<file path="src/rtl/accum_cpu_pkg.sv">
`default_nettype none
// ============================================================================
// Module      : accum_cpu_pkg
// Description : Shared definitions for the accumulator CPU core: opcode
//               values, SKIP condition codes, FSM state encoding and ALU
//               operation selects.
// Revision    : 1.0 - initial release
// ============================================================================
package accum_cpu_pkg;

    // Opcodes live in the top four bits of the instruction word
    localparam logic [3:0] OP_LOAD  = 4'h1;
    localparam logic [3:0] OP_STORE = 4'h2;
    localparam logic [3:0] OP_ADD   = 4'h3;
    localparam logic [3:0] OP_SUB   = 4'h4;
    localparam logic [3:0] OP_AND   = 4'h5;
    localparam logic [3:0] OP_OR    = 4'h6;
    localparam logic [3:0] OP_BACK  = 4'h8;
    localparam logic [3:0] OP_SKIP  = 4'h9;
    localparam logic [3:0] OP_JUMP  = 4'hA;
    localparam logic [3:0] OP_CLEAR = 4'hB;
    localparam logic [3:0] OP_HALT  = 4'hE;
    localparam logic [3:0] OP_NOT   = 4'hF;

    // SKIP condition field (two bits directly below the opcode)
    localparam logic [1:0] SKIP_NEG   = 2'b00;
    localparam logic [1:0] SKIP_ZERO  = 2'b01;
    localparam logic [1:0] SKIP_POS   = 2'b10;
    localparam logic [1:0] SKIP_NEVER = 2'b11;

    typedef enum logic [3:0] {
        ST_IDLE   = 4'd0,
        ST_FETCH  = 4'd1,
        ST_IR_LD  = 4'd2,
        ST_DECODE = 4'd3,
        ST_MEM_RD = 4'd4,
        ST_MBR_LD = 4'd5,
        ST_EXEC   = 4'd6,
        ST_STORE  = 4'd7,
        ST_HALT   = 4'd8
    } state_e;

    typedef enum logic [2:0] {
        ALU_PASS_B = 3'd0,
        ALU_ADD    = 3'd1,
        ALU_SUB    = 3'd2,
        ALU_AND    = 3'd3,
        ALU_OR     = 3'd4,
        ALU_NOT_B  = 3'd5
    } alu_op_e;

    // Memory-operand opcodes map onto one ALU operation each
    function automatic alu_op_e alu_sel_for(input logic [3:0] opcode);
        alu_op_e sel;
        sel = ALU_PASS_B;
        case (opcode)
            OP_ADD:  sel = ALU_ADD;
            OP_SUB:  sel = ALU_SUB;
            OP_AND:  sel = ALU_AND;
            OP_OR:   sel = ALU_OR;
            OP_NOT:  sel = ALU_NOT_B;
            default: sel = ALU_PASS_B;
        endcase
        return sel;
    endfunction

endpackage
`default_nettype wire

</file>
<file path="src/rtl/accum_cpu_core_if.sv">
`default_nettype none
// ============================================================================
// Module      : accum_cpu_core_if
// Description : Single-port synchronous RAM bus between the CPU core (master)
//               and the memory (slave).
//               cs/we/oe/addr/wdata : master -> slave
//               rdata               : slave -> master, valid one cycle after
//                                     a read request
// Revision    : 1.0 - initial release
// ============================================================================
interface accum_cpu_core_if #(
    parameter int DATA_WIDTH = 16,
    parameter int ADDR_WIDTH = 15
);
    logic                  cs;
    logic                  we;
    logic                  oe;
    logic [ADDR_WIDTH-1:0] addr;
    logic [DATA_WIDTH-1:0] wdata;
    logic [DATA_WIDTH-1:0] rdata;

    modport master (output cs, we, oe, addr, wdata, input  rdata);
    modport slave  (input  cs, we, oe, addr, wdata, output rdata);
endinterface
`default_nettype wire

</file>
<file path="src/rtl/accum_alu.sv">
`default_nettype none
// ============================================================================
// Module      : accum_alu
// Description : Combinational ALU for the accumulator core.
//               i_a   : accumulator value
//               i_b   : memory operand (MBR)
//               i_sel : operation select
//               o_y   : result, modulo 2^DATA_WIDTH
// Revision    : 1.0 - initial release
// ============================================================================
module accum_alu
    import accum_cpu_pkg::*;
#(
    parameter int DATA_WIDTH = 16
) (
    input  logic [DATA_WIDTH-1:0] i_a,
    input  logic [DATA_WIDTH-1:0] i_b,
    input  alu_op_e               i_sel,
    output logic [DATA_WIDTH-1:0] o_y
);
    always_comb begin
        o_y = i_b;
        case (i_sel)
            ALU_ADD:   o_y = i_a + i_b;
            ALU_SUB:   o_y = i_a - i_b;
            ALU_AND:   o_y = i_a & i_b;
            ALU_OR:    o_y = i_a | i_b;
            ALU_NOT_B: o_y = ~i_b;
            default:   o_y = i_b;
        endcase
    end
endmodule
`default_nettype wire

</file>
<file path="src/rtl/accum_cpu_core.sv">
`default_nettype none
// ============================================================================
// Module      : accum_cpu_core
// Description : Multi-cycle accumulator CPU (PC/IR/MBR/AC) fetching from an
//               external synchronous single-port RAM.
//               clk, rst_n     : clock, asynchronous active-low reset
//               start          : begin/resume pulse (ignored while busy)
//               busy, halted   : run status
//               mem            : RAM bus (master side)
//               pc_o, ac_o     : architectural state
//               instr_count    : retired instructions since reset (wraps)
// Revision    : 1.0 - initial release
// ============================================================================
module accum_cpu_core
    import accum_cpu_pkg::*;
#(
    parameter int                    DATA_WIDTH = 16,
    parameter int                    ADDR_WIDTH = 15,
    parameter logic [ADDR_WIDTH-1:0] RESET_PC   = 'h100,
    parameter int                    CNT_WIDTH  = 16
) (
    input  logic                  clk,
    input  logic                  rst_n,
    input  logic                  start,
    output logic                  busy,
    output logic                  halted,
    accum_cpu_core_if.master      mem,
    output logic [ADDR_WIDTH-1:0] pc_o,
    output logic [DATA_WIDTH-1:0] ac_o,
    output logic [CNT_WIDTH-1:0]  instr_count
);
    state_e                state_q, state_d;
    logic [ADDR_WIDTH-1:0] pc_q, pc_d;
    logic [DATA_WIDTH-1:0] ir_q, ir_d;
    logic [DATA_WIDTH-1:0] mbr_q, mbr_d;
    logic [DATA_WIDTH-1:0] ac_q, ac_d;
    logic [CNT_WIDTH-1:0]  cnt_q, cnt_d;

    logic [3:0]            w_opcode;
    logic [ADDR_WIDTH-1:0] w_operand;
    logic                  w_skip_take;
    logic                  w_ac_neg;
    logic                  w_ac_zero;
    logic [DATA_WIDTH-1:0] w_alu_y;
    logic                  w_retire;
    logic                  w_cs, w_we, w_oe;
    logic [ADDR_WIDTH-1:0] w_addr;
    logic [DATA_WIDTH-1:0] w_wdata;

    assign w_opcode = ir_q[DATA_WIDTH-1:DATA_WIDTH-4];

    // Operand field is zero-extended or truncated to the address width
    generate
        if (DATA_WIDTH - 4 >= ADDR_WIDTH) begin : g_opnd_trunc
            assign w_operand = ir_q[ADDR_WIDTH-1:0];
        end else begin : g_opnd_zext
            assign w_operand = {{(ADDR_WIDTH-DATA_WIDTH+4){1'b0}}, ir_q[DATA_WIDTH-5:0]};
        end
    endgenerate

    // SKIP treats AC as signed two's complement
    assign w_ac_neg  = ac_q[DATA_WIDTH-1];
    assign w_ac_zero = (ac_q == '0);

    always_comb begin
        w_skip_take = 1'b0;
        case (ir_q[DATA_WIDTH-5:DATA_WIDTH-6])
            SKIP_NEG:   w_skip_take = w_ac_neg;
            SKIP_ZERO:  w_skip_take = w_ac_zero;
            SKIP_POS:   w_skip_take = !w_ac_neg && !w_ac_zero;
            SKIP_NEVER: w_skip_take = 1'b0;
        endcase
    end

    accum_alu #(.DATA_WIDTH(DATA_WIDTH)) u_alu (
        .i_a   (ac_q),
        .i_b   (mbr_q),
        .i_sel (alu_sel_for(w_opcode)),
        .o_y   (w_alu_y)
    );

    always_comb begin
        state_d  = state_q;
        pc_d     = pc_q;
        ir_d     = ir_q;
        mbr_d    = mbr_q;
        ac_d     = ac_q;
        cnt_d    = cnt_q;
        w_retire = 1'b0;
        w_cs     = 1'b0;
        w_we     = 1'b0;
        w_oe     = 1'b0;
        w_addr   = '0;
        w_wdata  = '0;
        case (state_q)
            ST_IDLE, ST_HALT: begin
                if (start) state_d = ST_FETCH;
            end
            ST_FETCH: begin
                w_cs    = 1'b1;
                w_oe    = 1'b1;
                w_addr  = pc_q;
                state_d = ST_IR_LD;
            end
            ST_IR_LD: begin
                ir_d    = mem.rdata;
                pc_d    = pc_q + ADDR_WIDTH'(1);
                state_d = ST_DECODE;
            end
            ST_DECODE: begin
                state_d = ST_FETCH;
                case (w_opcode)
                    OP_LOAD, OP_ADD, OP_SUB, OP_AND, OP_OR, OP_NOT: state_d = ST_MEM_RD;
                    OP_STORE: state_d = ST_STORE;
                    OP_BACK: begin
                        pc_d     = pc_q - w_operand;
                        w_retire = 1'b1;
                    end
                    OP_SKIP: begin
                        if (w_skip_take) pc_d = pc_q + ADDR_WIDTH'(1);
                        w_retire = 1'b1;
                    end
                    OP_JUMP: begin
                        pc_d     = w_operand;
                        w_retire = 1'b1;
                    end
                    OP_CLEAR: begin
                        ac_d     = '0;
                        w_retire = 1'b1;
                    end
                    OP_HALT: begin
                        state_d  = ST_HALT;
                        w_retire = 1'b1;
                    end
                    default: w_retire = 1'b1;
                endcase
            end
            ST_MEM_RD: begin
                w_cs    = 1'b1;
                w_oe    = 1'b1;
                w_addr  = w_operand;
                state_d = ST_MBR_LD;
            end
            ST_MBR_LD: begin
                mbr_d   = mem.rdata;
                state_d = ST_EXEC;
            end
            ST_EXEC: begin
                ac_d     = w_alu_y;
                w_retire = 1'b1;
                state_d  = ST_FETCH;
            end
            ST_STORE: begin
                w_cs     = 1'b1;
                w_we     = 1'b1;
                w_addr   = w_operand;
                w_wdata  = ac_q;
                w_retire = 1'b1;
                state_d  = ST_FETCH;
            end
            default: state_d = ST_IDLE;
        endcase
        if (w_retire) cnt_d = cnt_q + CNT_WIDTH'(1);
    end

    // Bus strobes decode from state, so an async reset drops them at once
    // and a write in flight can never complete.
    always_ff @(posedge clk or negedge rst_n) begin
        if (!rst_n) begin
            state_q <= ST_IDLE;
            pc_q    <= RESET_PC;
            ir_q    <= '0;
            mbr_q   <= '0;
            ac_q    <= '0;
            cnt_q   <= '0;
        end else begin
            state_q <= state_d;
            pc_q    <= pc_d;
            ir_q    <= ir_d;
            mbr_q   <= mbr_d;
            ac_q    <= ac_d;
            cnt_q   <= cnt_d;
        end
    end

    assign mem.cs      = w_cs;
    assign mem.we      = w_we;
    assign mem.oe      = w_oe;
    assign mem.addr    = w_addr;
    assign mem.wdata   = w_wdata;
    assign busy        = (state_q != ST_IDLE) && (state_q != ST_HALT);
    assign halted      = (state_q == ST_HALT);
    assign pc_o        = pc_q;
    assign ac_o        = ac_q;
    assign instr_count = cnt_q;
endmodule
`default_nettype wire

</file>
<file path="src/flat_wrapper.sv">
// flat-port wrapper written by rule: the top's interface ports become plain ports
module accum_cpu_core_flat import accum_cpu_pkg::*;
#(
    parameter int                    DATA_WIDTH = 16,
    parameter int                    ADDR_WIDTH = 15,
    parameter logic [ADDR_WIDTH-1:0] RESET_PC   = 'h100,
    parameter int                    CNT_WIDTH  = 16
)
  (clk, rst_n, start, busy, halted, pc_o, ac_o, instr_count, mem_cs, mem_we, mem_oe, mem_addr, mem_wdata, mem_rdata);
  accum_cpu_core_if #(.DATA_WIDTH(DATA_WIDTH), .ADDR_WIDTH(ADDR_WIDTH)) mem_i ();
  input  logic clk;
  input  logic rst_n;
  input  logic start;
  output logic busy;
  output logic halted;
  output logic [ADDR_WIDTH-1:0] pc_o;
  output logic [DATA_WIDTH-1:0] ac_o;
  output logic [CNT_WIDTH-1:0] instr_count;
  output wire logic [$bits(mem_i.cs)-1:0] mem_cs;
  output wire logic [$bits(mem_i.we)-1:0] mem_we;
  output wire logic [$bits(mem_i.oe)-1:0] mem_oe;
  output wire logic [$bits(mem_i.addr)-1:0] mem_addr;
  output wire logic [$bits(mem_i.wdata)-1:0] mem_wdata;
  input wire logic [$bits(mem_i.rdata)-1:0] mem_rdata;
  assign mem_cs = mem_i.cs;
  assign mem_we = mem_i.we;
  assign mem_oe = mem_i.oe;
  assign mem_addr = mem_i.addr;
  assign mem_wdata = mem_i.wdata;
  assign mem_i.rdata = mem_rdata;
  accum_cpu_core #(.DATA_WIDTH(DATA_WIDTH), .ADDR_WIDTH(ADDR_WIDTH), .RESET_PC(RESET_PC), .CNT_WIDTH(CNT_WIDTH)) u_core (.clk(clk), .rst_n(rst_n), .start(start), .busy(busy), .halted(halted), .mem(mem_i), .pc_o(pc_o), .ac_o(ac_o), .instr_count(instr_count));
endmodule
</file>
<file path="config.mk">
export PLATFORM = sky130hd
export DESIGN_NAME = accum_cpu_core_flat
export DESIGN_NICKNAME = d
export VERILOG_FILES = /design/src/rtl/accum_cpu_pkg.sv /design/src/rtl/accum_cpu_core_if.sv /design/src/rtl/accum_alu.sv /design/src/rtl/accum_cpu_core.sv /design/src/flat_wrapper.sv
export SDC_FILE = /design/constraint.sdc
export NUM_CORES = 1
export LEC_CHECK = 0
export CORE_MARGIN = 2
export CORE_UTILIZATION = 57
export CTS_BUF_LIST = sky130_fd_sc_hd__clkbuf_4
export CTS_CLUSTER_SIZE = 24
export DETAILED_ROUTE_END_ITERATION = 10
export GPL_TIMING_DRIVEN = 0
export PLACE_DENSITY = 0.85
export SYNTH_ARGS = -nofsm -noshare
export SYNTH_HDL_FRONTEND = slang
export SYNTH_HIERARCHICAL = 1
export SYNTH_SLANG_ARGS = --single-unit
</file>
<file path="constraint.sdc">
create_clock -name clk -period 4.6 [get_ports clk]
set_input_delay 0.69 -clock clk [delete_from_list [all_inputs] [get_ports clk]]
set_output_delay 0.69 -clock clk [all_outputs]
set_load 0.03 [all_outputs]
</file>
-- Yosys cells after proc, flatten, opt, wreduce, memory -nomap -nowiden
Index checks and enable logic that the tools add are counted.
Widths: inputs -> output; s select.
- $add $sub $neg: 5
- eq/ne operators: 33
- multiplexer cells: 18
- bitwise operators: 3
- reduce and logical (&&, ||, !) cells: 19
- operators with widths (kind ; count):
    $pmux 16 s5 ; 1
    $pmux 15 s2 ; 2
    $pmux 15 s3 ; 1
    $mux 16 ; 2
    $pmux 16 s2 ; 1
    $eq 4x3->1 const B ; 7
    $eq 4x4->1 const B ; 7
    $pmux 4 s7 ; 1
    $add 16x1->16 const B ; 1
    $add 16x16->16 ; 1
    $and 16x16->16 ; 1
    $eq 4x2->1 const B ; 4
    $logic_not 16->1 ; 1
    $not 16->16 ; 1
    $or 16x16->16 ; 1
    $sub 16x16->16 ; 1
    $add 15x1->15 const B ; 1
    $mux 15 ; 1
    $pmux 3 s5 ; 1
    $sub 15x12->15 ; 1
    $pmux 4 s3 ; 1
    $eq 4x1->1 const B ; 2
    $reduce_or 2->1 ; 4
    $reduce_or 7->1 ; 1
    other kinds (23) ; 33
- register bits: 83
- input port bits: 19

-- Logic depth before layout (Yosys ltp)
- depth in word-level cells: 7
- mapped depth: 18

-- By module
The synthesis kept the hierarchy.
- by module, submodules not included (module ; instances ; cells each ; area an instance (um^2) ; seq. area each (um^2)):
    accum_cpu_core ; 1 ; 521 ; 4992.3 ; 2078.2
    accum_alu ; 1 ; 307 ; 1921.8 ; 0.0

-- Worst setup path after synthesis
No wires, ideal clock.
- kind: reg2reg
- start: register u_core.ir_q[15]
- end: register u_core.ac_q[13], in the netlist u_core/ac_o[13]
- data arrival time: 3.636 ns
- setup slack: 0.843 ns
- cell stages (with the launch flop): 18
- path buffers: 4
- clock period less this slack: 3.757 ns
- cell sequence: dfrtp_1 buf_1 xnor2_1 a21oi_1 nor2_1 buf_2 or3_2 clkbuf_8 o21ai_0 xor2_1 ha_1 clkbuf_1 nand2_1 o21ai_0 nor4_1 or4_1 and3_1 a22o_1
- cells in the longest elaborated chain, start to end: 5
- elaborated cells on any way between the ends: 16
- classes of those cells: eq/ne (12); mux (3); reduce/logical (1)
- ends and longest elaborated chain (element ; line ; RTL):
    start, declared ; accum_cpu_core.sv:34 ; logic [DATA_WIDTH-1:0] ir_q, ir_d;
    start signal, assigned ; accum_cpu_core.sv:179 ; ir_q <= ir_d;
    $eq 4x4->1 (tied with other cells) ; accum_cpu_pkg.sv:56 ; case (opcode)
    $pmux 3 s5 (*) ; accum_cpu_pkg.sv:56 ;
    $eq 3x3->1 (tied with other cells) ; accum_alu.sv:23 ; case (i_sel)
    $pmux 16 s5 (*) ; accum_alu.sv:23 ;
    named net u_core.w_alu_y[13] ; accum_cpu_core.sv:44 ; logic [DATA_WIDTH-1:0] w_alu_y;
    $pmux 16 s2 (*) ; accum_cpu_core.sv:95 ; case (state_q)
    end signal, assigned ; accum_cpu_core.sv:174 ; ac_q <= '0;
    end signal, assigned ; accum_cpu_core.sv:181 ; ac_q <= ac_d;
    end, declared ; accum_cpu_core.sv:36 ; logic [DATA_WIDTH-1:0] ac_q, ac_d;
The timed path passes the listed nets; every way through them passes the cells marked *.
A chain may end at the register's enable or synchronous reset.

-- Worst setup path in the final report
- start: register u_core.ir_q[15]
- end: register u_core.ac_q[14], in the netlist u_core/ac_o[14]
Same word-level chain as after synthesis.

==> impl_metrics.prom <==
# TYPE chip_impl_metric gauge
chip_impl_metric{name="clock-skew-final",unit="ns"} 0.008542
chip_impl_info{name="path_class",value="flop to flop"} 1
chip_impl_metric{name="internal_power",unit="W"} 0.003352
chip_impl_metric{name="longest_individual_stage_delay_on_the_worst_path",unit="ns"} 0.48
chip_impl_metric{name="clk_transition_reported_paths",unit="ns"} 0.14
chip_impl_metric{name="timing_hold_violations_final",unit=""} 0
chip_impl_metric{name="vias",unit=""} 7024
chip_impl_metric{name="yosysWarningCount",unit=""} 6
chip_impl_metric{name="leakage",unit="nW"} 3.454
chip_impl_metric{name="hold-worst-slack",unit="ns"} 0.1508
chip_impl_info{name="hold_class",value="input pin to asynchronous set/reset pin"} 1
chip_impl_metric{name="fp-row-count",unit=""} 40
chip_impl_metric{name="clk-insertion-delay-late",unit="ns"} 0.50
chip_impl_metric{name="drive_above_1_share",unit="%"} 8.879
chip_impl_metric{name="cts.sink_count",unit=""} 83
chip_impl_metric{name="proportion_of_total_power_due_to_net_switching",unit="%"} 54.04
chip_impl_metric{name="die_height",unit="µm"} 114.1
chip_impl_metric{name="seqPwrFrac",unit="%"} 20.7
chip_impl_metric{name="dp_hpwl",unit="µm"} 15190
chip_impl_metric{name="drc",unit=""} 0
chip_impl_metric{name="finalNetCount",unit=""} 994
chip_impl_metric{name="drt_pre_antenna_iters",unit=""} 5
chip_impl_metric{name="core_area",unit="mm²"} 0.01191
chip_impl_info{name="rsz_0062_raised_after_global_routing",value="false"} 1
chip_impl_metric{name="total_power_per_unit_cell_area",unit="mW/mm²"} 881.2
chip_impl_metric{name="replace_congestion",unit=""} 0.9548
chip_impl_info{name="critPathTopFamily",value="compound AO/OA/AOI/OAI gates"} 1
chip_impl_metric{name="drt_iter0_markers",unit=""} 560
chip_impl_metric{name="groute.usage.overall",unit="%"} 32.07
chip_impl_info{name="timing.critical_path.cells",value="clkbuf_2 > nor3_1 > buf_4 > inv_1 > clkbuf_1 > nor3_2 > nor2_1 > xnor2_1 > ha_1 > nor2b_1 > o31ai_1 > a211oi_1 > a211oi_1 > xor2_1 > o221ai_1 > a22o_1"} 1
chip_impl_info{name="timing.critical_path.slowest_stage_cell",value="sky130_fd_sc_hd__nor3_2"} 1
chip_impl_metric{name="grt_first_pass_wirelength",unit="µm"} 33040
chip_impl_metric{name="antenna_found_initial",unit=""} 0
chip_impl_metric{name="vdd_drop_max",unit="V"} 0.0005623
chip_impl_metric{name="layout.area.seq",unit="mm²"} 0.002078
chip_impl_info{name="tritoncts",value="done"} 1
chip_impl_metric{name="cts_htree_levels",unit=""} 3
chip_impl_metric{name="critPathBufInv",unit=""} 4
chip_impl_metric{name="final-instance-count-excl-fill",unit=""} 1093
chip_impl_metric{name="postCtsHoldBufs",unit=""} 0
chip_impl_metric{name="multiInputGateArea",unit="mm²"} 0.004452
chip_impl_metric{name="number_of_standard_cells_after_synthesis",unit=""} 828
chip_impl_info{name="netlist.top_cell.by_area",value="sky130_fd_sc_hd__dfrtp_1"} 1
chip_impl_metric{name="grt_start_max_net_pins",unit=""} 44
chip_impl_metric{name="cts-buffers-inserted",unit=""} 9
chip_impl_metric{name="least_margin_pin_slew",unit="ns"} 0.7518
chip_impl_metric{name="synth.yosys.seq_area_share",unit="%"} 30.06
chip_impl_info{name="crit_path_frequent_cell",value="sky130_fd_sc_hd__a211oi_1"} 1
chip_impl_metric{name="via_per_inst",unit=""} 6.426
chip_impl_metric{name="worst_ep_arrival_time",unit="ns"} 4.75
chip_impl_metric{name="cts.path.max_buffers",unit=""} 2
chip_impl_metric{name="finalWorstPathRequiredPeriod",unit="ns"} 4.353
chip_impl_metric{name="die_width",unit="µm"} 114.1
chip_impl_metric{name="yosys_register_bits",unit=""} 83
chip_impl_metric{name="worst_slew_margin_rel",unit="%"} 49.78
chip_impl_info{name="dominantRegCellSynth",value="sky130_fd_sc_hd__dfrtp_1"} 1
chip_impl_metric{name="syn_avg_cell_area",unit="µm²"} 8.350
chip_impl_metric{name="synth_fp_nets",unit=""} 881
chip_impl_metric{name="io_buffer_count",unit=""} 101
chip_impl_metric{name="setup_viol",unit=""} 0
chip_impl_metric{name="starting_density",unit="%"} 58.05
chip_impl_info{name="final_common_cell",value="sky130_fd_sc_hd__clkdlybuf4s50_1"} 1
chip_impl_metric{name="layout.filler_cells",unit=""} 984
chip_impl_metric{name="numPlacedInstances",unit=""} 1077
chip_impl_metric{name="pin_count",unit=""} 102
chip_impl_metric{name="maxSlewViolCount",unit=""} 0
chip_impl_info{name="outcome",value="finished, final reports clean"} 1
chip_impl_metric{name="detail_route.wirelength",unit="µm"} 20470
chip_impl_metric{name="final_core_util",unit="%"} 69.49
chip_impl_metric{name="number_of_flops_mapped_to_enable_cells_by_yosys",unit=""} 0
chip_impl_metric{name="power.share.combinational",unit="%"} 73.0
chip_impl_info{name="clk_root_buffer_cell",value="sky130_fd_sc_hd__clkbuf_4"} 1
chip_impl_metric{name="via_count_of_the_first_global_routing_pass",unit=""} 6572
chip_impl_metric{name="die_footprint",unit="mm²"} 0.01303
chip_impl_metric{name="grt-ovfl-total",unit=""} 0
chip_impl_info{name="setup.worst_path.end_class",value="flop"} 1
chip_impl_metric{name="flow.area_growth_from_synthesis",unit="%"} 19.71
chip_impl_metric{name="synth.cell_area",unit="mm²"} 0.006914
chip_impl_metric{name="cap_violations",unit=""} 0
chip_impl_metric{name="post-route-period-util",unit="%"} 94.63
chip_impl_metric{name="n_antenna_cell",unit=""} 0
chip_impl_metric{name="cp_max_fo",unit=""} 10
chip_impl_metric{name="share_clk_of_total_power",unit="%"} 6.3
chip_impl_metric{name="drtAntennaViolNets",unit=""} 0
chip_impl_metric{name="route.detailed.wl_per_inst",unit="µm"} 18.72
chip_impl_metric{name="yosys.cell_types.count",unit=""} 84
chip_impl_metric{name="power.switching",unit="W"} 0.003941
chip_impl_info{name="cp-start-kind",value="flop"} 1
chip_impl_info{name="netlist_top_cells_area",value="sky130_fd_sc_hd__dfrtp_1 30%, sky130_fd_sc_hd__ha_1 5.8%, sky130_fd_sc_hd__a21oi_1 5.0%, sky130_fd_sc_hd__o21ai_0 4.6%, sky130_fd_sc_hd__a22o_1 4.3%"} 1
chip_impl_metric{name="max_freq",unit="MHz"} 229.7
chip_impl_metric{name="synth_async_sr_flop_share",unit="%"} 100.0
chip_impl_metric{name="critical_path_required",unit="ns"} 4.99
chip_impl_metric{name="synth_top_area_share",unit="%"} 29.68
chip_impl_info{name="layout.cells.most_common_list",value="100 x sky130_fd_sc_hd__clkdlybuf4s50_1, 82 x sky130_fd_sc_hd__dfrtp_1, 74 x sky130_fd_sc_hd__nand2_1"} 1
stage by stage:
step | instance area [µm²] | total power [W] | worst slack [ns] | setup TNS [ns]
2_1_floorplan | 6914 | 0.005204 | 0.8426 | 0
3_3_place_gp | 8109 | 0.006584 | -0.1451 | -11.45
3_5_place_dp | 8127 | 0.006678 | 0.1422 | 0
4_1_cts | 8270 | 0.007165 | 0.1020 | 0
5_1_grt | 8277 | 0.007834 | 0.03525 | 0
6_report | 8277 | 0.007294 | 0.2470 | 0
cells by family after synthesis:
logic type,Yosys count,synth area share (%)
buf+inv,85,5.628
xor+xnor,46,5.827
simple gates,286,21.72
flops,83,30.06
fa+ha+maj,35,6.515
mux,25,3.999
compound gates,268,26.26
synth_stat cells, drive strengths merged, types with 4 or more instances:
cell type,instances
a211oi,7
a21o,9
a21oi,70
a22o,34
a22oi,4
a31oi,6
and2,23
and3,12
and4,7
buf,24
clkbuf,31
dfrtp,82
ha,32
inv,30
mux2,21
mux2i,4
nand2,74
nand2b,9
nand3,17
nand4,13
nand4b,4
nor2,65
nor2b,8
nor3,19
nor4,9
o211ai,5
o21a,7
o21ai,65
o221ai,8
o22ai,5
o31ai,6
or3,8
xnor2,28
xor2,18
layer usage:
metal	share of wire, %	global-route usage [%]
met3	8.3	5.294
met1	41	42.03
met4	3.9	14.72
met5	0	0
met2	47	52.26
timing repair:
item                       CTS  global route
setup endpoints to repair    0             7
gates resized for setup      0             2
setup buffers                0             0
power by group through the flow:
stage	combinational [W]	clock, W	sequential [W]
detailed placement	0.00517	0	0.00151
floorplan	0.00359	0	0.00161
finish	0.00532	0.000459	0.00151
CTS	0.00520	0.000465	0.00149
global route	0.00578	0.000499	0.00156
global placement	0.00508	0	0.00150
cell type report:
cell class / count / area share [%]
Multi-Input combinational cell: 660 / 53.79
Sequential cell: 83 / 25.11
Timing Repair Buffer: 102 / 12.43
Buffer: 55 / 3.356
Tap cell: 147 / 2.222
Inverter: 30 / 1.361
Clock inverter: 7 / 0.9221
Clock buffer: 9 / 0.8163
final timing paths:
path | start | end | slack, ns | cells past startpoint
min in group clk | u_core/instr_count[15]$_DFFE_PN0P_ | u_core/instr_count[15]$_DFFE_PN0P_ | 0.48 | 1
max | u_core/ir_q[15]$_DFFE_PN0P_ | u_core/ac_o[14]$_DFFE_PN0P_ | 0.25 | 16
max reg2reg | u_core/ir_q[15]$_DFFE_PN0P_ | u_core/ac_o[14]$_DFFE_PN0P_ | 0.25 | 16
max in group asynchronous | rst_n | u_core/ac_o[13]$_DFFE_PN0P_ | 3.83 | 2
min reg2reg | u_core/instr_count[15]$_DFFE_PN0P_ | u_core/instr_count[15]$_DFFE_PN0P_ | 0.48 | 1
min | rst_n | u_core/pc_o[14]$_DFFE_PN0P_ | 0.15 | 1
flip-flops by register name, indices dropped and copies added (netlist names):
register and flops:
u_core/ir_q 16, u_core/state_q 4, u_core/mbr_q 16, u_core/pc_o 15
u_core/instr_count 16, u_core/ac_o 16
Power figures use the tool's default switching activity.
